`config.mk`:
```
export PLATFORM = sky130hd
export DESIGN_NAME = int_alu_rs
export DESIGN_NICKNAME = d
export VERILOG_FILES = /design/src/rtl/int_alu_rs_pkg.sv /design/src/rtl/int_alu_rs_age_picker.sv /design/src/rtl/int_alu_rs.sv
export SDC_FILE = /design/constraint.sdc
export NUM_CORES = 2
export LEC_CHECK = 0
export ABC_CLOCK_PERIOD_IN_PS = 34800
export CAP_MARGIN = 20
export CORE_MARGIN = 3
export CORE_UTILIZATION = 49
export DETAILED_ROUTE_END_ITERATION = 10
export GPL_TIMING_DRIVEN = 0
export PLACE_DENSITY = 0.76
export SLEW_MARGIN = 20
export SYNTH_ARGS = -nofsm -noshare
export SYNTH_HDL_FRONTEND = slang
export SYNTH_SLANG_ARGS = --single-unit
```
`constraint.sdc`:
```
create_clock -name clk -period 34.8 [get_ports clk]
set_input_delay 6.96 -clock clk [delete_from_list [all_inputs] [get_ports clk]]
set_output_delay 6.96 -clock clk [all_outputs]
set_load 0.02 [all_outputs]
```
`src/rtl/int_alu_rs_pkg.sv`:
```
// Shared types and widths for the integer ALU reservation station.
package int_alu_rs_pkg;

    localparam int DATA_LEN       = 32;
    localparam int ALU_CTRL_WIDTH = 4;
    localparam int ROB_SIZE_CLOG  = 5;

    typedef enum logic [ALU_CTRL_WIDTH-1:0] {
        ADD_OP  = 4'd0,
        SUB_OP  = 4'd1,
        AND_OP  = 4'd2,
        OR_OP   = 4'd3,
        XOR_OP  = 4'd4,
        SLL_OP  = 4'd5,
        SRL_OP  = 4'd6,
        SRA_OP  = 4'd7,
        SLT_OP  = 4'd8,
        SLTU_OP = 4'd9
    } alu_op_e;

    // One source operand: either a captured value (rdy=1) or the producer tag it waits on.
    typedef struct packed {
        logic                     rdy;
        logic [ROB_SIZE_CLOG-1:0] tag;
        logic [DATA_LEN-1:0]      data;
    } rs_src_t;

    typedef struct packed {
        logic                      valid;
        logic [ALU_CTRL_WIDTH-1:0] alu_ctrl;
        logic [ROB_SIZE_CLOG-1:0]  robid;
        rs_src_t                   src1;
        rs_src_t                   src2;
    } rs_entry_t;

endpackage

```
`src/rtl/int_alu_rs_age_picker.sv`:
```
// Age matrix for the reservation station: age_q[i][j]=1 means entry i is older than j.
// Grants the single eligible entry that no other eligible entry is older than.
module rs_age_picker
    import int_alu_rs_pkg::*;
#(
    parameter int RS_DEPTH = 8
) (
    input  logic                clk,
    input  logic                rst,
    input  logic                flush_i,
    input  logic [RS_DEPTH-1:0] alloc_oh_i,
    input  logic [RS_DEPTH-1:0] free_oh_i,
    input  logic [RS_DEPTH-1:0] eligible_i,
    output logic [RS_DEPTH-1:0] grant_o,
    output logic                grant_val_o
);

    logic [RS_DEPTH-1:0] age_q [RS_DEPTH];
    logic [RS_DEPTH-1:0] age_d [RS_DEPTH];
    logic [RS_DEPTH-1:0] blocked;

    // A new entry is younger than everyone: clear its row, set its column.
    always_comb begin
        for (int i = 0; i < RS_DEPTH; i++) begin
            for (int j = 0; j < RS_DEPTH; j++) begin
                age_d[i][j] = age_q[i][j];
                if (i == j || flush_i) begin
                    age_d[i][j] = 1'b0;
                end else if (alloc_oh_i[i]) begin
                    age_d[i][j] = 1'b0;
                end else if (alloc_oh_i[j]) begin
                    age_d[i][j] = 1'b1;
                end else if (free_oh_i[i] || free_oh_i[j]) begin
                    age_d[i][j] = 1'b0;
                end
            end
        end
    end

    // Age matrix register.
    always_ff @(posedge clk or posedge rst) begin
        if (rst) begin
            for (int i = 0; i < RS_DEPTH; i++) begin
                age_q[i] <= '0;
            end
        end else begin
            for (int i = 0; i < RS_DEPTH; i++) begin
                age_q[i] <= age_d[i];
            end
        end
    end

    // An eligible entry is blocked if any other eligible entry is older than it.
    always_comb begin
        blocked = '0;
        grant_o = '0;
        for (int i = 0; i < RS_DEPTH; i++) begin
            for (int j = 0; j < RS_DEPTH; j++) begin
                if (eligible_i[j] && age_q[j][i]) begin
                    blocked[i] = 1'b1;
                end
            end
            grant_o[i] = eligible_i[i] && !blocked[i];
        end
    end

    assign grant_val_o = |eligible_i;

endmodule

```
`src/rtl/int_alu_rs.sv`:
```
// Reservation station and oldest-first issue scheduler for one integer ALU.
module int_alu_rs
    import int_alu_rs_pkg::*;
#(
    parameter int RS_DEPTH  = 8,
    parameter int CDB_PORTS = 2
) (
    input  logic                               clk,
    input  logic                               rst,
    input  logic                               disp_val,
    output logic                               disp_rdy,
    input  logic [ALU_CTRL_WIDTH-1:0]          disp_alu_ctrl,
    input  logic [ROB_SIZE_CLOG-1:0]           disp_robid,
    input  logic                               disp_src1_rdy,
    input  logic                               disp_src2_rdy,
    input  logic [DATA_LEN-1:0]                disp_src1_data,
    input  logic [DATA_LEN-1:0]                disp_src2_data,
    input  logic [ROB_SIZE_CLOG-1:0]           disp_src1_tag,
    input  logic [ROB_SIZE_CLOG-1:0]           disp_src2_tag,
    input  logic [CDB_PORTS-1:0]               cdb_val,
    input  logic [CDB_PORTS*ROB_SIZE_CLOG-1:0] cdb_robid,
    input  logic [CDB_PORTS*DATA_LEN-1:0]      cdb_data,
    input  logic                               ex_rdy,
    input  logic                               flush,
    output logic                               alu_val_ex1,
    output logic [DATA_LEN-1:0]                op1_ex1,
    output logic [DATA_LEN-1:0]                op2_ex1,
    output logic [ALU_CTRL_WIDTH-1:0]          alu_ctrl_ex1,
    output logic [ROB_SIZE_CLOG-1:0]           robid_ex1,
    output logic [$clog2(RS_DEPTH):0]          rs_occ
);

    localparam int OCC_W = $clog2(RS_DEPTH) + 1;

    rs_entry_t entries_q [RS_DEPTH];
    rs_entry_t entries_d [RS_DEPTH];
    rs_entry_t newEntry;

    logic [OCC_W-1:0]          occ_q, occ_d;
    logic [RS_DEPTH-1:0]       eligibleVec, allocOh, allocGated, freeOh, grantOh;
    logic                      grantVal, doAlloc, doIssue;
    logic [ALU_CTRL_WIDTH-1:0] pickCtrl;
    logic [ROB_SIZE_CLOG-1:0]  pickRobid;
    logic [DATA_LEN-1:0]       pickOp1, pickOp2;

    logic                      aluVal_q, aluVal_d;
    logic [DATA_LEN-1:0]       op1_q, op1_d, op2_q, op2_d;
    logic [ALU_CTRL_WIDTH-1:0] aluCtrl_q, aluCtrl_d;
    logic [ROB_SIZE_CLOG-1:0]  robid_q, robid_d;

    // Snoop the CDB for a waiting source; iterating high-to-low lets the lowest port win.
    function automatic rs_src_t wakeSrc(input rs_src_t s,
                                        input logic [CDB_PORTS-1:0] v,
                                        input logic [CDB_PORTS*ROB_SIZE_CLOG-1:0] ids,
                                        input logic [CDB_PORTS*DATA_LEN-1:0] d);
        wakeSrc = s;
        if (!s.rdy) begin
            for (int p = CDB_PORTS - 1; p >= 0; p--) begin
                if (v[p] && ids[p*ROB_SIZE_CLOG +: ROB_SIZE_CLOG] == s.tag) begin
                    wakeSrc.rdy  = 1'b1;
                    wakeSrc.data = d[p*DATA_LEN +: DATA_LEN];
                end
            end
        end
    endfunction

    assign disp_rdy   = (occ_q != OCC_W'(RS_DEPTH));
    assign doAlloc    = disp_val && disp_rdy && !flush;
    assign doIssue    = ex_rdy && grantVal && !flush;
    assign allocGated = doAlloc ? allocOh : '0;
    assign freeOh     = doIssue ? grantOh : '0;

    // Lowest-index free slot and per-entry eligibility from the current state only.
    always_comb begin
        allocOh     = '0;
        eligibleVec = '0;
        for (int i = RS_DEPTH - 1; i >= 0; i--) begin
            if (!entries_q[i].valid) begin
                allocOh    = '0;
                allocOh[i] = 1'b1;
            end
            eligibleVec[i] = entries_q[i].valid && entries_q[i].src1.rdy && entries_q[i].src2.rdy;
        end
    end

    rs_age_picker #(.RS_DEPTH(RS_DEPTH)) u_age_picker (
        .clk         (clk),
        .rst         (rst),
        .flush_i     (flush),
        .alloc_oh_i  (allocGated),
        .free_oh_i   (freeOh),
        .eligible_i  (eligibleVec),
        .grant_o     (grantOh),
        .grant_val_o (grantVal)
    );

    // Build the incoming entry, letting same-cycle CDB results fill its waiting sources.
    always_comb begin
        newEntry          = '0;
        newEntry.valid    = 1'b1;
        newEntry.alu_ctrl = disp_alu_ctrl;
        newEntry.robid    = disp_robid;
        newEntry.src1     = wakeSrc({disp_src1_rdy, disp_src1_tag, disp_src1_data}, cdb_val, cdb_robid, cdb_data);
        newEntry.src2     = wakeSrc({disp_src2_rdy, disp_src2_tag, disp_src2_data}, cdb_val, cdb_robid, cdb_data);
    end

    // Entry update: wakeup, then free on issue, then allocation; flush overrides everything.
    always_comb begin
        for (int i = 0; i < RS_DEPTH; i++) begin
            entries_d[i] = entries_q[i];
            if (entries_q[i].valid) begin
                entries_d[i].src1 = wakeSrc(entries_q[i].src1, cdb_val, cdb_robid, cdb_data);
                entries_d[i].src2 = wakeSrc(entries_q[i].src2, cdb_val, cdb_robid, cdb_data);
            end
            if (freeOh[i]) begin
                entries_d[i].valid = 1'b0;
            end
            if (doAlloc && allocOh[i]) begin
                entries_d[i] = newEntry;
            end
            if (flush) begin
                entries_d[i].valid = 1'b0;
            end
        end
    end

    // Mux out the payload of the granted entry.
    always_comb begin
        pickCtrl  = '0;
        pickRobid = '0;
        pickOp1   = '0;
        pickOp2   = '0;
        for (int i = 0; i < RS_DEPTH; i++) begin
            if (grantOh[i]) begin
                pickCtrl  = entries_q[i].alu_ctrl;
                pickRobid = entries_q[i].robid;
                pickOp1   = entries_q[i].src1.data;
                pickOp2   = entries_q[i].src2.data;
            end
        end
    end

    // ex1 bundle: hold while the ALU stalls, otherwise load the winner or go idle.
    always_comb begin
        aluVal_d  = aluVal_q;
        op1_d     = op1_q;
        op2_d     = op2_q;
        aluCtrl_d = aluCtrl_q;
        robid_d   = robid_q;
        occ_d     = occ_q + OCC_W'(doAlloc) - OCC_W'(doIssue);
        if (flush) begin
            aluVal_d = 1'b0;
            occ_d    = '0;
        end else if (ex_rdy) begin
            aluVal_d = grantVal;
            if (grantVal) begin
                op1_d     = pickOp1;
                op2_d     = pickOp2;
                aluCtrl_d = pickCtrl;
                robid_d   = pickRobid;
            end
        end
    end

    // State registers for entries, occupancy and the ex1 bundle.
    always_ff @(posedge clk or posedge rst) begin
        if (rst) begin
            for (int i = 0; i < RS_DEPTH; i++) begin
                entries_q[i] <= '0;
            end
            occ_q     <= '0;
            aluVal_q  <= 1'b0;
            op1_q     <= '0;
            op2_q     <= '0;
            aluCtrl_q <= '0;
            robid_q   <= '0;
        end else begin
            for (int i = 0; i < RS_DEPTH; i++) begin
                entries_q[i] <= entries_d[i];
            end
            occ_q     <= occ_d;
            aluVal_q  <= aluVal_d;
            op1_q     <= op1_d;
            op2_q     <= op2_d;
            aluCtrl_q <= aluCtrl_d;
            robid_q   <= robid_d;
        end
    end

    assign rs_occ       = occ_q;
    assign alu_val_ex1  = aluVal_q;
    assign op1_ex1      = op1_q;
    assign op2_ex1      = op2_q;
    assign alu_ctrl_ex1 = aluCtrl_q;
    assign robid_ex1    = robid_q;

endmodule
```
# --- After elaboration in Yosys (flattened, before gate mapping) ---
# Cells that the tools add are included.
op_classes:
  add_sub_neg: 2
  n_eq_ne: 53
  mux: 437
  bitwise_logic: 1
  n_reduce_logical: 244
op_table:
  columns: ["cell", "n"]
  rows:
  - ["$mux W32", 70]
  - ["$mux W86", 8]
  - ["$mux W76", 8]
  - ["$mux W1", 324]
  - ["$eq A5 B5 Y1", 36]
  - ["$logic_and A1 B1 Y1", 128]
  - ["$reduce_bool A4 Y1", 28]
  - ["$mux W8", 10]
  - ["$reduce_bool A3 Y1", 24]
  - ["$reduce_and A3 Y1", 17]
  - ["$mux W5", 8]
  - ["$mux W4", 9]
  - ["$ne A2 B1 Y1 const B", 16]
  - ["$logic_or A1 B1 Y1", 28]
  - ["$reduce_bool A2 Y1", 9]
  - ["$logic_not A1 Y1", 9]
  - ["$reduce_or A8 Y1", 1]
  - ["$add A4 B1 Y4", 1]
  - ["$ne A4 B4 Y1 const B", 1]
  - ["$sub A4 B1 Y4", 1]
  - ["$not A1 Y1", 1]
totals:
  ff_bits: 822
  elab_cells: 871

# --- Longest topological paths before layout ---
logic_depth:
  word_depth: 20
  mapped_depth: 15
  depth_no_buf: 11

# --- By module ---
# From an unflattened synthesis, not the netlist that was laid out.
unflattened:
  hier_cells: 5679
  hier_area_um2: 49560.0
by_module_without_submodules:
  columns: ["mod", "n_inst", "cells_per_inst", "area_per_inst_um2", "seq_area_each_um2"]
  rows:
  - ["int_alu_rs", 1, 5417, 46996.3, 19168.4]
  - ["rs_age_picker", 1, 262, 2563.7, 1401.3]

# --- Least setup slack after synthesis ---
# Ideal clock, no wire load.
synth_path:
  kind: "in2reg"
  from: "in cdb_robid[7]"
  to: "reg entries_q[554] (netlist bit)"
  setup_ns: 0.146
  arrival_time_ns: 8.834
  setup_slack_ns: 25.819
  stages: 9
  n_path_buf: 3
  path_cell_list: "buf_2 > buf_2 > xor2_1 > nor4_1 > nand3_1 > a211oi_4 > buf_6 > mux2i_1 > mux2i_1"
synth_between:
  elab_chain_len: 6
  elab_cells_between_ends: 10
  classes_between: "2 x eq/ne; 4 x mux; 4 x reduce/logical"
synth_lines:
  columns: ["item", "line_no", "text"]
  rows:
  - ["start, declared", "int_alu_rs.sv:21", "input logic [CDB_PORTS*ROB_SIZE_CLOG-1:0] cdb_robid,"]
  - ["$eq A5 B5 Y1", "int_alu_rs.sv:59", "if (v[p] && ids[p*ROB_SIZE_CLOG +: ROB_SIZE_CLOG] == s.tag) begin"]
  - ["$logic_and A1 B1 Y1", "int_alu_rs.sv:59", null]
  - ["$mux W32 (2 in a row)", "int_alu_rs.sv:59", null]
  - ["$mux W32", "int_alu_rs.sv:57", "if (!s.rdy) begin"]
  - ["$mux W86", "int_alu_rs.sv:118", "if (doAlloc && allocOh[i]) begin"]
  - ["end signal, assigned by index", "int_alu_rs.sv:179", "entries_q[i] <= entries_d[i];"]
  - ["end, declared", "int_alu_rs.sv:35", "rs_entry_t entries_q [RS_DEPTH];"]
# Parallel ways exist; a longest one is shown, timed or not.
# A chain may end at the register's enable or synchronous reset.

# --- Worst setup path after layout ---
layout_path:
  from: "in flush"
  to: "reg entries_q[652] (netlist bit)"
layout_between:
  elab_chain_len: 5
  elab_cells_between_ends: 8
  classes_between: "1 x eq/ne; 1 x mux; 6 x reduce/logical"
layout_lines:
  columns: ["item", "line_no", "text"]
  rows:
  - ["start, declared", "int_alu_rs.sv:24", "input logic flush,"]
  - ["$logic_not A1 Y1 *", "int_alu_rs.sv:68", "assign doAlloc = disp_val && disp_rdy && !flush;"]
  - ["$logic_and A1 B1 Y1 *", "int_alu_rs.sv:68", null]
  - ["$logic_and A1 B1 Y1 *", "int_alu_rs.sv:118", null]
  - ["$ne A2 B1 Y1 (no line), or another cell as far along", null, null]
  - ["$reduce_and A3 Y1 (no line)", null, null]
# Every way passes the cells marked *; elsewhere a longest branch is shown, timed or not.

==> load_flow_metrics.sql <==
INSERT INTO impl_metrics (metric_group, metric, value, unit) VALUES
('status', 'outcome', 'finished clean', ''),
('die', 'floorplan.die.width', '331', 'µm'),
('sta', 'finalWorstSetupSlack', '24.05', 'ns'),
('power_and_ir_drop', 'switching_power_summed_over_all_nets', '1.06', 'mW'),
('worst_setup_path', 'critical_path_class', 'primary input to flop', ''),
('power_and_ir_drop', 'power_leakage', '27.2', 'nW'),
('global_routing', 'combined_global_route_utilization_of_all_metal_layers', '0.427', ''),
('run', 'max_cap_viol_count', '0', ''),
('sta', 'final.min_clock_period', '10.75', 'ns'),
('placement', 'post-dp-hpwl', '167', 'mm'),
('die', 'fp_rows', '118', ''),
('die', 'initial_utilization', '0.497', ''),
('die', 'chipHeight', '331', 'µm'),
('worst_setup_path', 'critical_path_s_top_delay_family', 'buffers and inverters', ''),
('logic_synthesis', 'synth-edff-count', '0', ''),
('worst_setup_path', 'critPathMaxFanout', '10', ''),
('worst_setup_path', 'crit_path_frequent_cell', 'clkbuf_1', ''),
('clock_network', 'cts_hold_repair.buffers', '0', ''),
('logic_synthesis', 'postSynthCellCount', '5131', ''),
('global_routing', 'globalRouteOverflowTotal', '0', ''),
('logic_synthesis', 'synth.area.top_cells', 'dfrtp_1, mux2i_1, mux2_2', ''),
('placement', 'portBuffers', '180', ''),
('logic_synthesis', 'ff_latch_count_synth', '822', ''),
('routing', 'drt_wl_total', '240', 'mm'),
('sta', 'final.setup.tns', '0', 'ns'),
('power_and_ir_drop', 'power_switching_share', '0.341', ''),
('worst_setup_path', 'worstPathCellList', 'clkdlybuf4s50_1 -> inv_1 -> nand3_1 -> or2_2 -> clkbuf_1 -> clkbuf_1 -> clkbuf_1 -> o221ai_1', ''),
('hold_path', 'worst_hold_startpoint', 'entries_q[686]', ''),
('logic_synthesis', 'synth_top_area_cell', 'dfrtp_1', ''),
('final_layout', 'seqCellArea', '20600', 'µm²'),
('hold_path', 'timing.hold.worst.class', 'flop to flop', ''),
('logic_synthesis', 'synth.yosys.seq_area_share', '0.398', ''),
('clock_network', 'postCtsSetupRepairBufs', '0', ''),
('clock_network', 'cts-buffers-inserted', '94', ''),
('logic_synthesis', 'avgSynthCellArea', '10.1', 'µm²'),
('final_layout', 'post-route-util', '0.564', ''),
('worst_setup_path', 'cp.arrival', '11.30', 'ns'),
('worst_setup_path', 'critical_path_sink_type', 'flop', ''),
('final_layout', 'footprint_of_the_multi_input_gates', '28100', 'µm²'),
('final_layout', 'final_cell_count_no_fill', '6897', ''),
('logic_synthesis', 'synthDominantCellAreaShare', '0.398', ''),
('logic_synthesis', 'synth_common_cells', 'mux2i_1, dfrtp_1, nand2_1', ''),
('power_and_ir_drop', 'power.density', '52.8', 'nW/µm²'),
('sta', 'max-slew-margin-rel', '0.129', ''),
('placement', 'place_ws', '23.85', 'ns'),
('logic_synthesis', 'yosys.cell_count.top_type', 'mux2i_1', ''),
('global_routing', 'grt_pass1_vias', '48600', ''),
('clock_network', 'clock_path_buffers', '3', ''),
('final_layout', 'nFillCells', '9063', ''),
('die', 'design.die.area', '110000', 'µm²'),
('die', 'design.core.area', '104000', 'µm²'),
('clock_network', 'cts_tree', 'yes', ''),
('sta', 'timing.final.max_slew_violations', '0', ''),
('global_routing', 'grt_max_degree', '105', ''),
('clock_network', 'clock_latency', '0.74', 'ns'),
('logic_synthesis', 'synthesis.yosys.warnings', '0', ''),
('power_and_ir_drop', 'cell_internal_pwr', '2.04', 'mW'),
('final_layout', 'drive_above_1_share', '0.153', ''),
('clock_network', 'clk_pin_slew', '0.06', 'ns'),
('worst_setup_path', 'r2r-start', 'rs_occ[2]', ''),
('sta', 'worst_slew_pin_slew', '1.30', 'ns'),
('routing', 'wire_per_inst', '34.8', 'µm'),
('final_layout', 'finish.net_count', '5590', ''),
('sta', 'report.final.hold_viol_count', '0', ''),
('worst_setup_path', 'worst_path_largest_cell_delay', '0.94', 'ns'),
('worst_setup_path', 'startpoint', 'flush', ''),
('logic_synthesis', 'synthDistinctLibCells', '66', ''),
('logic_synthesis', 'synth_fp_nets', '5303', ''),
('sta', 'finalCritPeriodShare', '0.309', ''),
('routing', 'length_of_the_first_detailed_routing_pass_in_iterations', '9', ''),
('placement', 'dp_cells', '6702', '');
path summary, 6_finish.rpt:
check                                    endpoint  slack, ns  depth (start not counted)
setup / recovery                   entries_q[652]      24.05                          8
min in group asynchronous  u_age_picker.age_q[13]       6.69                          2
setup reg to reg                   entries_q[652]      30.08                         10
hold reg to reg                    entries_q[686]       0.48                          2
max in group asynchronous           entries_q[98]      26.26                          5
hold / removal                     entries_q[686]       0.48                          2
kinds of logic (layout without fill, tap and decap cells):
group	Yosys count	after routing	share of synthesized area
xor+xnor	182	182	0.0308
fa+ha+maj	6	6	0.00160
mux	1365	1365	0.275
flops	822	822	0.398
other cells	0	26	0
compound gates	729	729	0.112
simple gates	1322	1322	0.123
buf+inv	705	1065	0.0601
cell type report:
class                           instances  share of cell area
Antenna cell                           26             0.00111
Buffer                                582              0.0453
Clock buffer                          141              0.0467
Clock inverter                         28             0.00520
Inverter                              123             0.00799
Multi-Input combinational cell       3604               0.479
Sequential cell                       822               0.350
Tap cell                             1380              0.0294
Timing Repair Buffer                  191              0.0354
per-layer routing:
layer,part of all wire,global-route usage,up-vias
li1,-,-,19500
met1,0.36,0.529,24300
met2,0.40,0.589,4626
met3,0.16,0.196,1257
met4,0.081,0.286,22
met5,0.0019,0.0240,-
power by group through the flow:
stage | Combinational, mW | Sequential, mW | Clock (mW)
floorplan | 0.414 | 1.30 | 0
global placement | 0.721 | 1.30 | 0
detailed placement | 0.744 | 1.30 | 0
CTS | 0.748 | 1.29 | 1.02
global route | 0.818 | 1.31 | 1.05
finish | 0.774 | 1.30 | 1.03
tightest hold or removal path, stage by stage (launching register included):
cell	delay [ns]
dfrtp_1	0.34
nand2_1	0.05
nand2_1	0.05
per-stage QoR:
step / hold slack (ns) / power (mW) / instance area (µm²)
6_report: 0.478 / 3.10 / 58700
5_1_grt: 0.506 / 3.18 / 58700
4_1_cts: 0.476 / 3.05 / 58600
3_5_place_dp: 0.462 / 2.05 / 55600
3_3_place_gp: 0.457 / 2.02 / 55300
2_1_floorplan: 0.439 / 1.72 / 51700
sequential cells by signal (all words and copies together), names as in the netlist:
signal,count
u_age_picker.age_q,56
rs_occ,4
alu_ctrl_ex1,4
entries_q,688
op2_ex1,32
robid_ex1,5
alu_val_ex1,1
op1_ex1,32
placed cells by master, fill, tap and decap left out, types with 88 or more instances in the layout:
master	netlist	layout
nand3_1	159	159
nand4_1	100	100
clkbuf_16	0	97
nor3_1	212	212
inv_1	120	119
nand2_1	538	537
nor2_1	88	88
buf_2	93	94
dfrtp_1	822	822
clkdlybuf4s50_1	0	180
mux2i_1	898	898
xor2_1	137	137
mux2_2	467	467
o221ai_1	137	137
clkbuf_1	369	389
a221oi_1	146	146
a21oi_1	99	99
Power figures use the tool's default switching activity.
